==> config.mk <==
export PLATFORM = sky130hd
export DESIGN_NAME = bus030_initiator
export DESIGN_NICKNAME = d
export VERILOG_FILES = /design/src/rtl/bus030_pkg.sv /design/src/rtl/bus030_watchdog.sv /design/src/rtl/bus030_initiator.sv
export SDC_FILE = /design/constraint.sdc
export NUM_CORES = 1
export LEC_CHECK = 0
export CAP_MARGIN = 40
export CORE_MARGIN = 4
export CORE_UTILIZATION = 41
export CTS_CLUSTER_SIZE = 14
export DETAILED_ROUTE_END_ITERATION = 16
export GPL_ROUTABILITY_DRIVEN = 0
export MAX_ROUTING_LAYER = met4
export PLACE_DENSITY = 0.92
export SYNTH_ARGS = -nofsm -noshare
export SYNTH_HDL_FRONTEND = slang
export SYNTH_HIERARCHICAL = 1
export SYNTH_SLANG_ARGS = --single-unit
==> constraint.sdc <==
create_clock -name CLK -period 2.3 [get_ports CLK]
set_input_delay 0.23 -clock CLK [delete_from_list [all_inputs] [get_ports CLK]]
set_output_delay 0.23 -clock CLK [all_outputs]
set_load 0.005 [all_outputs]
==> src/rtl/bus030_pkg.sv <==
// bus030_pkg: shared types and constants for the 68030-style bus initiator.
package bus030_pkg;
  typedef enum logic [2:0] {IDLE, ADDR, DATA, END, ABORT} state_e;
  localparam logic [1:0] SIZ_LONG  = 2'b00;
  localparam logic [1:0] SIZ_BYTE  = 2'b01;
  localparam logic [1:0] SIZ_WORD  = 2'b10;
  localparam logic [1:0] SIZ_3BYTE = 2'b11;
  localparam int BEAT_MAX = 4;
  typedef logic [1:0] beat_t;
  function automatic logic burst_ok(input logic burst, input logic rw, input logic [1:0] siz);
    return burst & rw & (siz == SIZ_LONG);
  endfunction
endpackage

==> src/rtl/bus030_watchdog.sv <==
// bus030_watchdog: cycle counter flagging a stalled bus cycle.
module bus030_watchdog #(
  parameter int TIMEOUT = 255,
  parameter int TO_W = 8
) (
  input  logic clk,
  input  logic rst_n,
  input  logic clr,
  input  logic en,
  output logic expired
);
  logic [TO_W-1:0] cnt_q, cnt_d;
  assign cnt_d = clr ? '0 : en ? cnt_q + 1'b1 : cnt_q;
  // the cycle that would bring the count to TIMEOUT is the one that aborts
  assign expired = cnt_q == TO_W'(TIMEOUT - 1);
  always_ff @(posedge clk) begin
    if (!rst_n) cnt_q <= '0;
    else cnt_q <= cnt_d;
  end
endmodule

==> src/rtl/bus030_initiator.sv <==
// bus030_initiator: request/response to AS20/DS20/STERM bus master with CBREQ line bursts.
module bus030_initiator
  import bus030_pkg::*;
#(
  parameter int TIMEOUT = 255,
  parameter int TO_W = 8
) (
  input  logic        CLK,
  input  logic        RESET,
  input  logic        REQ,
  output logic        ACK,
  input  logic [31:0] REQ_A,
  input  logic        REQ_RW,
  input  logic [1:0]  REQ_SIZ,
  input  logic        REQ_BURST,
  input  logic [31:0] REQ_WDATA,
  output logic [31:0] RDATA,
  output logic        RVALID,
  output logic        RLAST,
  output logic        DONE,
  output logic        ERR,
  output logic [31:0] A,
  output logic [1:0]  SIZ,
  output logic        AS20,
  output logic        DS20,
  output logic        RW20,
  output logic        CBREQ,
  input  logic        CBACK,
  input  logic        CIIN,
  input  logic        STERM,
  input  logic        BERR,
  input  logic [31:0] D_IN,
  output logic [31:0] D_OUT,
  output logic        D_OE
);
  state_e state_q;
  beat_t  beat_q;
  logic   burst_q, rw_q, samp, hit, wd_exp, wd_to, abort_c, more_c, last_c;
  // reads have DS asserted from ADDR, so termination is sampled there too
  assign samp    = state_q == DATA || (state_q == ADDR && rw_q);
  assign wd_to   = state_q == DATA && wd_exp;
  assign hit     = samp && BERR && !STERM;
  assign abort_c = samp && (!BERR || (wd_to && STERM));
  assign more_c  = hit && (beat_q == '0 ? burst_q && !CBACK && CIIN : beat_q != beat_t'(BEAT_MAX - 1));
  assign last_c  = hit && !more_c;
  bus030_watchdog #(.TIMEOUT(TIMEOUT), .TO_W(TO_W)) u_wd (
    .clk(CLK), .rst_n(RESET), .clr(state_q == ADDR || hit), .en(state_q == DATA), .expired(wd_exp)
  );
  always_ff @(posedge CLK) begin
    if (!RESET) begin
      state_q <= IDLE;
      beat_q  <= '0;
      burst_q <= 1'b0;
      rw_q    <= 1'b1;
      AS20    <= 1'b1;
      DS20    <= 1'b1;
      CBREQ   <= 1'b1;
      RW20    <= 1'b1;
      A       <= '0;
      SIZ     <= '0;
      D_OUT   <= '0;
      RDATA   <= '0;
      D_OE    <= 1'b0;
      ACK     <= 1'b0;
      RVALID  <= 1'b0;
      RLAST   <= 1'b0;
      DONE    <= 1'b0;
      ERR     <= 1'b0;
    end else begin
      ACK    <= 1'b0;
      RVALID <= 1'b0;
      RLAST  <= 1'b0;
      DONE   <= 1'b0;
      ERR    <= 1'b0;
      case (state_q)
        IDLE: if (REQ) begin
          ACK     <= 1'b1;
          A       <= REQ_A;
          SIZ     <= REQ_SIZ;
          RW20    <= REQ_RW;
          rw_q    <= REQ_RW;
          D_OUT   <= REQ_WDATA;
          burst_q <= burst_ok(REQ_BURST, REQ_RW, REQ_SIZ);
          beat_q  <= '0;
          AS20    <= 1'b0;
          DS20    <= !REQ_RW;
          CBREQ   <= !burst_ok(REQ_BURST, REQ_RW, REQ_SIZ);
          D_OE    <= !REQ_RW;
          state_q <= ADDR;
        end
        ADDR, DATA: if (!samp) begin
          DS20    <= 1'b0;
          state_q <= DATA;
        end else begin
          state_q <= abort_c ? ABORT : last_c ? END : DATA;
          RLAST   <= last_c && rw_q;
          if (hit && rw_q) begin
            RDATA  <= D_IN;
            RVALID <= 1'b1;
          end
          if (more_c) begin
            A[3:2] <= A[3:2] + 2'd1;
            beat_q <= beat_q + 2'd1;
          end
          if (more_c && beat_q == 2'd2) CBREQ <= 1'b1;
        end
        END: begin
          DONE    <= 1'b1;
          state_q <= IDLE;
        end
        ABORT: begin
          ERR     <= 1'b1;
          state_q <= IDLE;
        end
        default: state_q <= IDLE;
      endcase
      if (abort_c || last_c) begin
        AS20  <= 1'b1;
        DS20  <= 1'b1;
        CBREQ <= 1'b1;
        D_OE  <= 1'b0;
        RW20  <= 1'b1;
      end
    end
  end
endmodule

Word level (Yosys, flattened, before mapping)
Cells that the tools add are included.
Storage, ports and cells
  register bits: 123
  bits of input ports: 107
  output and inout port bits: 108
  word-level logic and storage cells: 100
Cells by class
  $add $sub $neg: 3
  equality and inequality tests: 12
  muxes and demuxes: 25
  bitwise gates (word level): 3
  reduce and logical (&&, ||, !) cells: 37
Operators by type and width (number)
  1-bit logical AND: 13
  2-bit != test (second input constant): 6
  1-bit two-way mux: 11
  2-bit two-way mux: 5
  3-bit two-way mux: 3
  3-bit AND reduction: 3
  8-bit by 1-bit adder with 8-bit output (second input constant): 1
  8-bit == test (second input constant): 1
  2-bit one-hot mux with 2 select lines: 2
  4-bit AND reduction: 2
  3-bit by 2-bit == test with 1-bit output (second input constant): 2
  1-bit zero test: 6
  3-bit one-hot mux with 2 select lines: 1
  2-bit OR reduction: 3
  2-bit by 1-bit adder with 2-bit output (second input constant): 2
  2-bit zero test: 2
  1-bit logical OR: 4
  4-bit two-way mux: 1
  1-bit one-hot mux with 2 select lines: 2
  2-bit AND reduction: 2
  3-bit by 1-bit == test with 1-bit output (second input constant): 1
  3-bit == test (second input constant): 1
  3-bit zero test: 1
  1-bit AND: 2
  other kinds (3): 3

Longest topological paths before layout
Gate-level depths: netlist of run 1.
  word-level depth: 12
  gate-level depth with buffers: 9

Modules after synthesis
Netlist of run 1, hierarchy kept.
By module, submodules not included
  bus030_initiator: times used 1, cells each 518, area each 4202.8 um^2, sequential area each 2302.2 um^2
  bus030_watchdog: times used 1, cells each 42, area each 365.4 um^2, sequential area each 160.2 um^2

Worst setup path after synthesis of run 1
Ideal clock, no wire load.
  path kind: flip-flop to flip-flop
  start point: reg state_q[1]
  end point: reg u_wd.cnt_q[1]
  setup time: 0.130 ns
  data arrival time: 1.866 ns
  slack: 0.304 ns
  cell stages (with the launch flop): 9
  buffers on the path: 3
  cells stage by stage: dfxtp_1 > buf_2 > or3b_4 > a21oi_4 > clkbuf_1 > a21o_1 > nand2b_1 > clkbuf_1 > a211oi_1
On the way
  word-level cells in the longest chain between the ends: 7
  elaborated cells on any way between the ends: 8
  classes of those cells: eq/ne (2); reduce/logical (6)
Ends and longest elaborated chain
  start, declared: RTL line bus030_initiator.sv:36  | state_e state_q;
  start signal, assigned: RTL line bus030_initiator.sv:95  | state_q <= abort_c ? ABORT : last_c ? END : DATA;
  3-bit by 1-bit == test with 1-bit output: RTL line bus030_initiator.sv:40, bus030_initiator.sv:47
  1-bit logical AND: RTL line bus030_initiator.sv:40  | assign samp = state_q == DATA || (state_q == ADDR && rw_q);
  1-bit logical OR: RTL line bus030_initiator.sv:40
  1-bit logical AND (2 in series): RTL line bus030_initiator.sv:42  | assign hit = samp && BERR && !STERM;
  1-bit logical OR: RTL line bus030_initiator.sv:47  | .clk(CLK), .rst_n(RESET), .clr(state_q == ADDR || hit), .en(state_q == DATA), .expired(wd_exp)
  2-bit OR reduction (no source line)
  end signal, assigned: RTL line bus030_watchdog.sv:18  | else cnt_q <= cnt_d;
  end, declared: RTL line bus030_watchdog.sv:12  | logic [TO_W-1:0] cnt_q, cnt_d;
Several ways; a longest one is shown, not always the timed one.
A chain may end at the register's enable or synchronous reset.

Worst setup path in the final report of run 1
Same ends and word-level chain as after synthesis.

==> metrics.txt, run 1 <==
syn_nets about 670; DIE WIDTH 113.6 um; 1st-iter DRT viols 443; setup violators final 0; antenna violations before repair 0; number of max-cap violations 0; HPWL Detailed between 10 and 15 mm; crit path time final between 2 and 2.5 ns; Remaining Overflow, GRT 0; gr usage total between 20% and 30%; Arr. time, crit path about 2.4 ns; Clock Skew around 0.0045 ns; Reg area between 0.002 and 0.0025 sq mm; RSZ-0062 raised after global routing false; total wire length approximately 14 mm; pwr/cell area between 700 and 800 mW/mm^2; fin. max-slew vios 0; Clock Power Share between 40% and 50%; Max FO, Critical Path 20; combinational share of power around 16%; Initial Util roughly two fifths; die area 0.01289 sq mm; share of the synthesized area in the top cell type a little over half; Worst Path Buf+Inv 1; Post-Syn Area per Cell 8.157 sq um; Crit. End Element register; largest net degree at the start of global routing 55; Avg WL per Cell approximately 16 um; WP data required ~2.7 ns; Area Growth Syn to Fin 63.71%; clock buffer depth 2; post-synth top area cell dfxtp_1; total leakage power roughly 2.7 nW; cell area after synthesis between 0.004 and 0.005 sq mm; core area around 0.011 sq mm; Power Total between 5 and 6 mW; vias in the first global route approximately 4600; Synth async-reset ratio 0%; num rows 38; Peak supply drop approximately 540 uV; CP Launch Type register; clk sinks roughly 120; share of cells above drive strength 1 under 10%; later-pin clock latency in the skew report roughly 0.51 ns; CTS Buf Count 17; Root Driver clkbuf_8; Synth area leaders dfxtp_1 54%, nand2_1 14%, a21oi_1 11%; Reg clk slew, reported paths about 0.060 ns; antenna diode instance count 0; setup_tns 0 ns; first-pass GRT wire length ~22 mm; hold buffer count at cts 0; DRC 0; Post-CTS Resized 0; Worst Tran Pin Value between 0.4 and 0.5 ns; sequential cell area fraction in the yosys report a little over half; CP top delay family simple AND/OR/NAND/NOR gates; NetSw about 1.4 mW; CP Cell Sequence or3b_4 > a21oi_4 > buf_4 > a21o_1 > nand2b_1 > a211oi_1; Die Y-Extent 113.6 um; Synth Instances 560; Slowest-stage cell, CP dfxtp_1; drt first pass iters 5; Post-Place Setup Slack 0.2915 ns; post-layout net count around 880; register bit total from synthesis roughly 120; via/cell ratio roughly 5; share of power burned in registers 40.0%; status completed; Yosys cell types 41; Post-synth top flop dfxtp_1; TritonCTS clock tree built; Synth top cells by count 170 x nand2_1, 123 x dfxtp_1, 104 x a21oi_1, 36 x nand3_1, 31 x clkbuf_1; Crit Path Class reg -> reg; final period utilization 88.15%; Buffers on Ports 214; num ports approximately 220; Internal around 4.4 mW; fmax 493.2 MHz; Filler cells 845; Final Worst Setup Slack about 0.27 ns; synth warn 6; worst relative slew slack 71.32%; Fin. Hold Viols 0; H-tree depth 4; total number of vias 4681; crit-path max cell delay ~0.46 ns; number of synthesized flops with an enable pin 0; cell with the most instances after synthesis nand2_1; path category of the worst min-delay check in -> reg; switching share of total power between 20% and 30%; DRT antenna net count 0; area taken by multi-input logic gates 0.001926 sq mm; post-CTS setup buffer count 0
## cells by family after synthesis
| family | count (synthesis) | synth area share [%] |
|---|---|---|
| compound gates | 130 | 16.00 |
| xor+xnor | 5 | 0.9586 |
| fa+ha+maj | 5 | 1.369 |
| buf+inv | 46 | 4.026 |
| flops | 123 | 53.90 |
| simple gates | 251 | 23.75 |
## power by group through the flow
stage	clock [mW]	combinational, mW	sequential [mW]
finish	2.58	0.911	2.33
global route	2.75	0.992	2.35
CTS	2.64	0.919	2.33
detailed placement	0	0.913	2.38
global placement	0	0.898	2.37
floorplan	0	0.356	2.37
## final timing paths
path	slack [ns]	depth (start not counted)	to	start
worst max-delay path	0.27	6	u_wd/cnt_q[1]	state_q[1]
worst min-delay path	0.27	3	D_OUT[4]	REQ_WDATA[4]
worst max register to register	0.27	6	u_wd/cnt_q[1]	state_q[1]
worst min register to register	0.45	2	RDATA[30]	RDATA[30]
## cell type report
| class | instances | area share, % |
|---|---|---|
| clock inverter | 13 | 2.008 |
| clock buffer | 19 | 5.772 |
| sequential | 123 | 32.93 |
| timing repair buffer | 228 | 30.89 |
| tap | 140 | 2.342 |
| multi-input combinational | 391 | 25.75 |
| inverter | 6 | 0.3179 |
## per-layer routing
metal  track usage (%)  share of wire (%)  vias to the layer above
met2             35.26                 47                      220
li1                  -                  -                     2280
met4             10.26                2.7                        0
met1             26.00                 41                     2151
met5                 -                  0                        -
met3             7.480                9.2                       30
## sequential cells by signal, summed over array words and instances (netlist names), 2 cells and up
register	cells
SIZ	2
RDATA	32
beat_q	2
state_q	3
A	32
D_OUT	32
u_wd/cnt_q	8
## placed cells by master, fill, tap and decap left out, types with 2 or more instances in the layout
master / instances
xor2_1: 4
nand3_1: 36
nand2_1: 169
nor3_1: 3
and2_1: 2
inv_1: 5
nor3b_1: 2
ha_1: 5
a211o_1: 3
nand2b_1: 3
nor2b_1: 2
nor2_1: 17
clkdlybuf4s50_1: 214
clkinvlp_4: 4
clkbuf_8: 2
a211oi_1: 2
buf_12: 5
o21ai_0: 7
a21o_1: 3
clkinv_2: 7
clkbuf_16: 16
a21oi_1: 104
o211ai_1: 2
nand4_1: 2
dfxtp_1: 123
buf_4: 9
bufinv_16: 3
or3_1: 5
## metrics by stage
step | cells | hold slack, ns | util [%] | cell area (sq um)
floorplan | 560 | 0.3660 | - | 4568
global placement | 888 | 0.4389 | 63.34 | 6897
detailed placement | 888 | 0.4458 | 63.34 | 6897
CTS | 920 | 0.2341 | 68.69 | 7478
global route | 920 | 0.2383 | 68.69 | 7478
finish | 920 | 0.2676 | 68.69 | 7478
## tightest hold or removal path, stage by stage
cell,delay (ns)
clkdlybuf4s50_1,0.39
nand2_1,0.06
a21oi_1,0.05
No activity file was read; power rests on OpenSTA's default activity.
==> run 2: changes to the inputs <==
--- a/config.mk
+++ b/config.mk
@@ -7,12 +7,12 @@
 export LEC_CHECK = 0
 export CAP_MARGIN = 40
 export CORE_MARGIN = 4
-export CORE_UTILIZATION = 41
+export CORE_UTILIZATION = 44
 export CTS_CLUSTER_SIZE = 14
 export DETAILED_ROUTE_END_ITERATION = 16
 export GPL_ROUTABILITY_DRIVEN = 0
 export MAX_ROUTING_LAYER = met4
-export PLACE_DENSITY = 0.92
+export PLACE_DENSITY = 0.95
 export SYNTH_ARGS = -nofsm -noshare
 export SYNTH_HDL_FRONTEND = slang
 export SYNTH_HIERARCHICAL = 1
==> constraint.sdc (replaced) <==
create_clock -name CLK -period 2.4 [get_ports CLK]
set_input_delay 0.24 -clock CLK [delete_from_list [all_inputs] [get_ports CLK]]
set_output_delay 0.24 -clock CLK [all_outputs]
set_load 0.005 [all_outputs]
==> metrics.txt, run 2 (synthesis gave the netlist of run 1 again) <==
status completed; path category of the worst min-delay check in -> reg; Crit. End Element register; Buffers on Ports 214; r2r setup slk 0.31 ns; antenna diode instance count 0; Arr. time, crit path around 2.5 ns; H-tree depth 4; fin. max-slew vios 0; total leakage power around 2.7 nW; HPWL Detailed between 10 and 15 mm; Internal 4.129 mW; core area between 0.009 and 0.01 sq mm; clk sinks between 100 and 150; Area Growth Syn to Fin 61.93%; DIE WIDTH ~110 um; number of max-cap violations 0; final period utilization roughly 87%; CTS Buf Count 17; commonest non-fill, non-tap cells in the layout 214 x clkdlybuf4s50_1, 169 x nand2_1, 123 x dfxtp_1; share of power burned in registers between 40% and 50%; worst relative slew slack between 70% and 80%; pwr/cell area about 740 mW/mm^2; total number of vias between 4000 and 5000; WP data required about 2.9 ns; setup violators final 0; switching share of total power between 20 and 25%; Core Util, Final about three quarters; hold buffer count at cts 0; Remaining Overflow, GRT 0; post-CTS setup buffer count 0; Worst Tran Pin Value roughly 0.42 ns; num rows 36; Reg clk slew, reported paths about 0.06 ns; Max FO, Critical Path 9; die area between 0.01 and 0.015 sq mm; Post-CTS Resized 0; Clock Power Share between 40 and 50%; clock buffer depth 2; RSZ-0062 raised after global routing false; top flop regs A (32), D_OUT (32), RDATA (32); share of cells above drive strength 1 ~6.7%; num ports 215; most common library cell in the layout ignoring fill and taps clkdlybuf4s50_1; Clock Skew about 0.006 ns; later-pin clock latency in the skew report 0.51 ns; Root Driver clkbuf_8; DRC 0; fmax 478.3 MHz; post-layout net count between 800 and 900; NetSw 1.359 mW; Fin. Hold Viols 0; combinational share of power ~16%; 1st-iter DRT viols around 380; antenna violations before repair 0; via/cell ratio 5.157; Avg WL per Cell about 16 um; drt first pass iters 5; gr usage total roughly 25%; CP Launch Type register; Crit Path Class reg -> reg; Die Y-Extent approximately 110 um; vias in the first global route about 4700; TritonCTS clock tree built; DRT antenna net count 0; total wire length between 10 and 15 mm; setup_tns 0 ns; Initial Util a little under half; first-pass GRT wire length approximately 22 mm; Peak supply drop 365.1 uV; crit path time final around 2.1 ns; largest net degree at the start of global routing 65
[run 2: power by group through the flow]
stage	combinational, mW	clock [mW]	sequential (mW)
finish	0.859	2.39	2.24
global route	0.931	2.52	2.25
CTS	0.860	2.42	2.24
detailed placement	0.852	0	2.28
global placement	0.831	0	2.27
floorplan	0.341	0	2.27
[run 2: metrics by stage]
stage	total power, mW	std cells	hold WS (ns)	setup slack (ns)	area [sq um]
floorplan	2.616	560	0.3760	0.4041	4568
global placement	3.101	881	0.4407	0.4171	6838
detailed placement	3.134	881	0.4455	0.3649	6838
CTS	5.520	913	0.2535	0.3311	7397
global route	5.709	913	0.2608	0.1383	7397
finish	5.488	913	0.2763	0.3094	7397
[run 2: worst paths after layout]
| kind | from | to | depth (start not counted) |
|---|---|---|---|
| worst max-delay path | state_q[1] | DS20 | 6 |
| worst min-delay path | REQ_WDATA[6] | D_OUT[6] | 3 |
| worst max register to register | state_q[1] | DS20 | 6 |
| worst min register to register | RDATA[18] | RDATA[18] | 2 |
[run 2: routing by layer]
layer  part of all wire (%)  GRT usage (%)  routed length, um  up-vias
met5                      0              -                  0        -
met4                    2.8          12.11                407        0
met3                     11          7.810               1625       28
met2                     49          41.77               7265      262
met1                     37          26.29               5496     2133
li1                       -              -                  -     2285
[run 2: cell type report]
class,count,area [sq um]
Clock buffer,20,435.4
Clock inverter,12,123.9
Fill cell,682,2557
Inverter,6,23.77
Multi-Input combinational cell,391,1926
Sequential cell,123,2462
Tap cell,133,166.4
Timing Repair Buffer,228,2260
[run 2: worst max-delay path: stages (launching register included)]
cell and delay (ns):
dfxtp_1 0.49, or3b_4 0.47, o21ai_0 0.33, a21oi_1 0.08, o21ai_0 0.37, buf_4 0.20
a211o_1 0.10
==> run 3: changes to the inputs <==
--- a/config.mk
+++ b/config.mk
@@ -8,6 +8,7 @@
 export CAP_MARGIN = 40
 export CORE_MARGIN = 4
 export CORE_UTILIZATION = 44
+export CTS_CLUSTER_DIAMETER = 30
 export CTS_CLUSTER_SIZE = 14
 export DETAILED_ROUTE_END_ITERATION = 16
 export GPL_ROUTABILITY_DRIVEN = 0
==> constraint.sdc (replaced) <==
create_clock -name CLK -period 2.4 [get_ports CLK]
set_input_delay 0.48 -clock CLK [delete_from_list [all_inputs] [get_ports CLK]]
set_output_delay 0.48 -clock CLK [all_outputs]
set_load 0.005 [all_outputs]
==> metrics.txt, run 3 (synthesis gave the netlist of run 1 again) <==
Initial Util around 46%; Filler cells approximately 700; Slowest-stage cell, CP dfxtp_1; post-layout net count a little under 900; fin. max-slew vios 0; Worst Path Buf+Inv 2; status completed; most common library cell in the layout ignoring fill and taps clkdlybuf4s50_1; via/cell ratio approximately 5.3; total number of vias approximately 4800; Peak supply drop between 300 and 400 uV; WP data required around 2.9 ns; CP Cell Sequence or3b_4 > a21oi_4 > buf_4 > nand2_1 > buf_4 > nor2_1 > and2_1; Reg clk slew, reported paths about 0.06 ns; Clock Skew ~0.0056 ns; share of power burned in registers between 40% and 50%; Buffers on Ports ~210; gr usage total ~25%; vias in the first global route slightly below 5000; post-placement cell count approximately 900; largest net degree at the start of global routing 46; non-filler cells, final 915; final period utilization roughly 86%; fmax a little under 500 MHz; RSZ-0062 raised after global routing false; 1st-iter DRT viols 299; clock buffer depth 2; first-pass GRT wire length ~23 mm; share of cells above drive strength 1 under 10%; number of max-cap violations 0; path category of the worst min-delay check reg -> reg; setup_tns 0 ns; Root Driver clkbuf_8; Worst Tran Pin Value 0.4301 ns; CTS Buf Count 17; Arr. time, crit path ~2.5 ns; Remaining Overflow, GRT 0; worst relative slew slack a little under three quarters; num ports ~220; DRC 0; H-tree depth 4; Max FO, Critical Path 16; Die Y-Extent about 110 um; hold buffer count at cts 0; Area Growth Syn to Fin 62.01%; setup violators final 0; CP Launch Type register; crit-path max cell delay around 0.49 ns; Crit Path Class reg -> reg; DRT antenna net count 0; num rows 36; Clock Power Share between 40% and 50%; TritonCTS clock tree built; NetSw around 1.4 mW; switching share of total power roughly 25%; Power Total 5.390 mW; pwr/cell area 728.3 mW/mm^2; top flop regs A (32), D_OUT (32), RDATA (32); clk sinks 123; crit path time final around 2.1 ns; total leakage power between 2 and 3 nW; HPWL Detailed roughly 11 mm; Avg WL per Cell between 15 and 20 um; CP top delay family simple AND/OR/NAND/NOR gates; Worst path most repeated cell buf_4; antenna violations before repair 0; Internal 4.030 mW; later-pin clock latency in the skew report 0.50 ns; antenna diode instance count 0; DIE WIDTH ~110 um; total wire length between 15 and 20 mm; post-CTS setup buffer count 0; Crit. End Element register; drt first pass iters 5; commonest non-fill, non-tap cells in the layout 214 x clkdlybuf4s50_1, 169 x nand2_1, 123 x dfxtp_1; Post-CTS Resized 0; die area between 0.01 and 0.015 sq mm; Fin. Hold Viols 0; combinational share of power roughly 16%; core area 0.009955 sq mm
run 3: cell types whose count changed in the layout (fill, tap and decap cells not counted), sizes merged:
cell and change:
bufinv -1, clkinv -1, buf +2, clkinvlp +2
run 3: area by class of cell:
cell class / instances / area, sq um / share of cell area [%]
Multi-Input combinational cell: 391 / 1926 / 26.02
Clock inverter: 12 / 100.1 / 1.352
Inverter: 6 / 23.77 / 0.3212
Sequential cell: 123 / 2462 / 33.27
Tap cell: 133 / 166.4 / 2.249
Timing Repair Buffer: 230 / 2287 / 30.90
Clock buffer: 20 / 435.4 / 5.883
run 3: power groups by stage:
stage / clock network [mW] / logic [mW] / registers (mW)
after global routing: 2.42 / 0.942 / 2.25
after global placement: 0 / 0.840 / 2.27
after CTS: 2.32 / 0.874 / 2.24
final: 2.28 / 0.870 / 2.24
after detailed placement: 0 / 0.868 / 2.28
after floorplan: 0 / 0.341 / 2.27
run 3: stage by stage:
step	setup slack, ns	util (%)	cell area [sq um]	hold WS [ns]
global placement	0.2483	68.97	6865	0.4371
global route	0.2115	74.35	7401	0.4678
detailed placement	0.1867	68.97	6865	0.4451
floorplan	0.4041	-	4568	0.4363
finish	0.3361	74.35	7401	0.4540
CTS	0.3557	74.35	7401	0.4537
run 3: path summary, 6_finish.rpt:
check | to | startpoint | cells past startpoint | slack (ns)
hold reg to reg | SIZ[0] | SIZ[0] | 2 | 0.45
setup reg to reg | RLAST | state_q[1] | 7 | 0.34
hold / removal | SIZ[0] | SIZ[0] | 2 | 0.45
setup / recovery | RLAST | state_q[1] | 7 | 0.34
run 3: metal layers:
metal	global-route usage, %	up-vias	share of wire (%)
met5	-	-	0
met4	12.20	0	3.1
met3	7.751	40	10
met2	43.20	269	50
met1	26.09	2228	37
li1	-	2287	-
run 3: worst min-delay path, delay by kind of cell (launching register included):
kind	cells	cell delay (ns)
compound gates	1	0.05
simple gates	1	0.05
flops	1	0.31
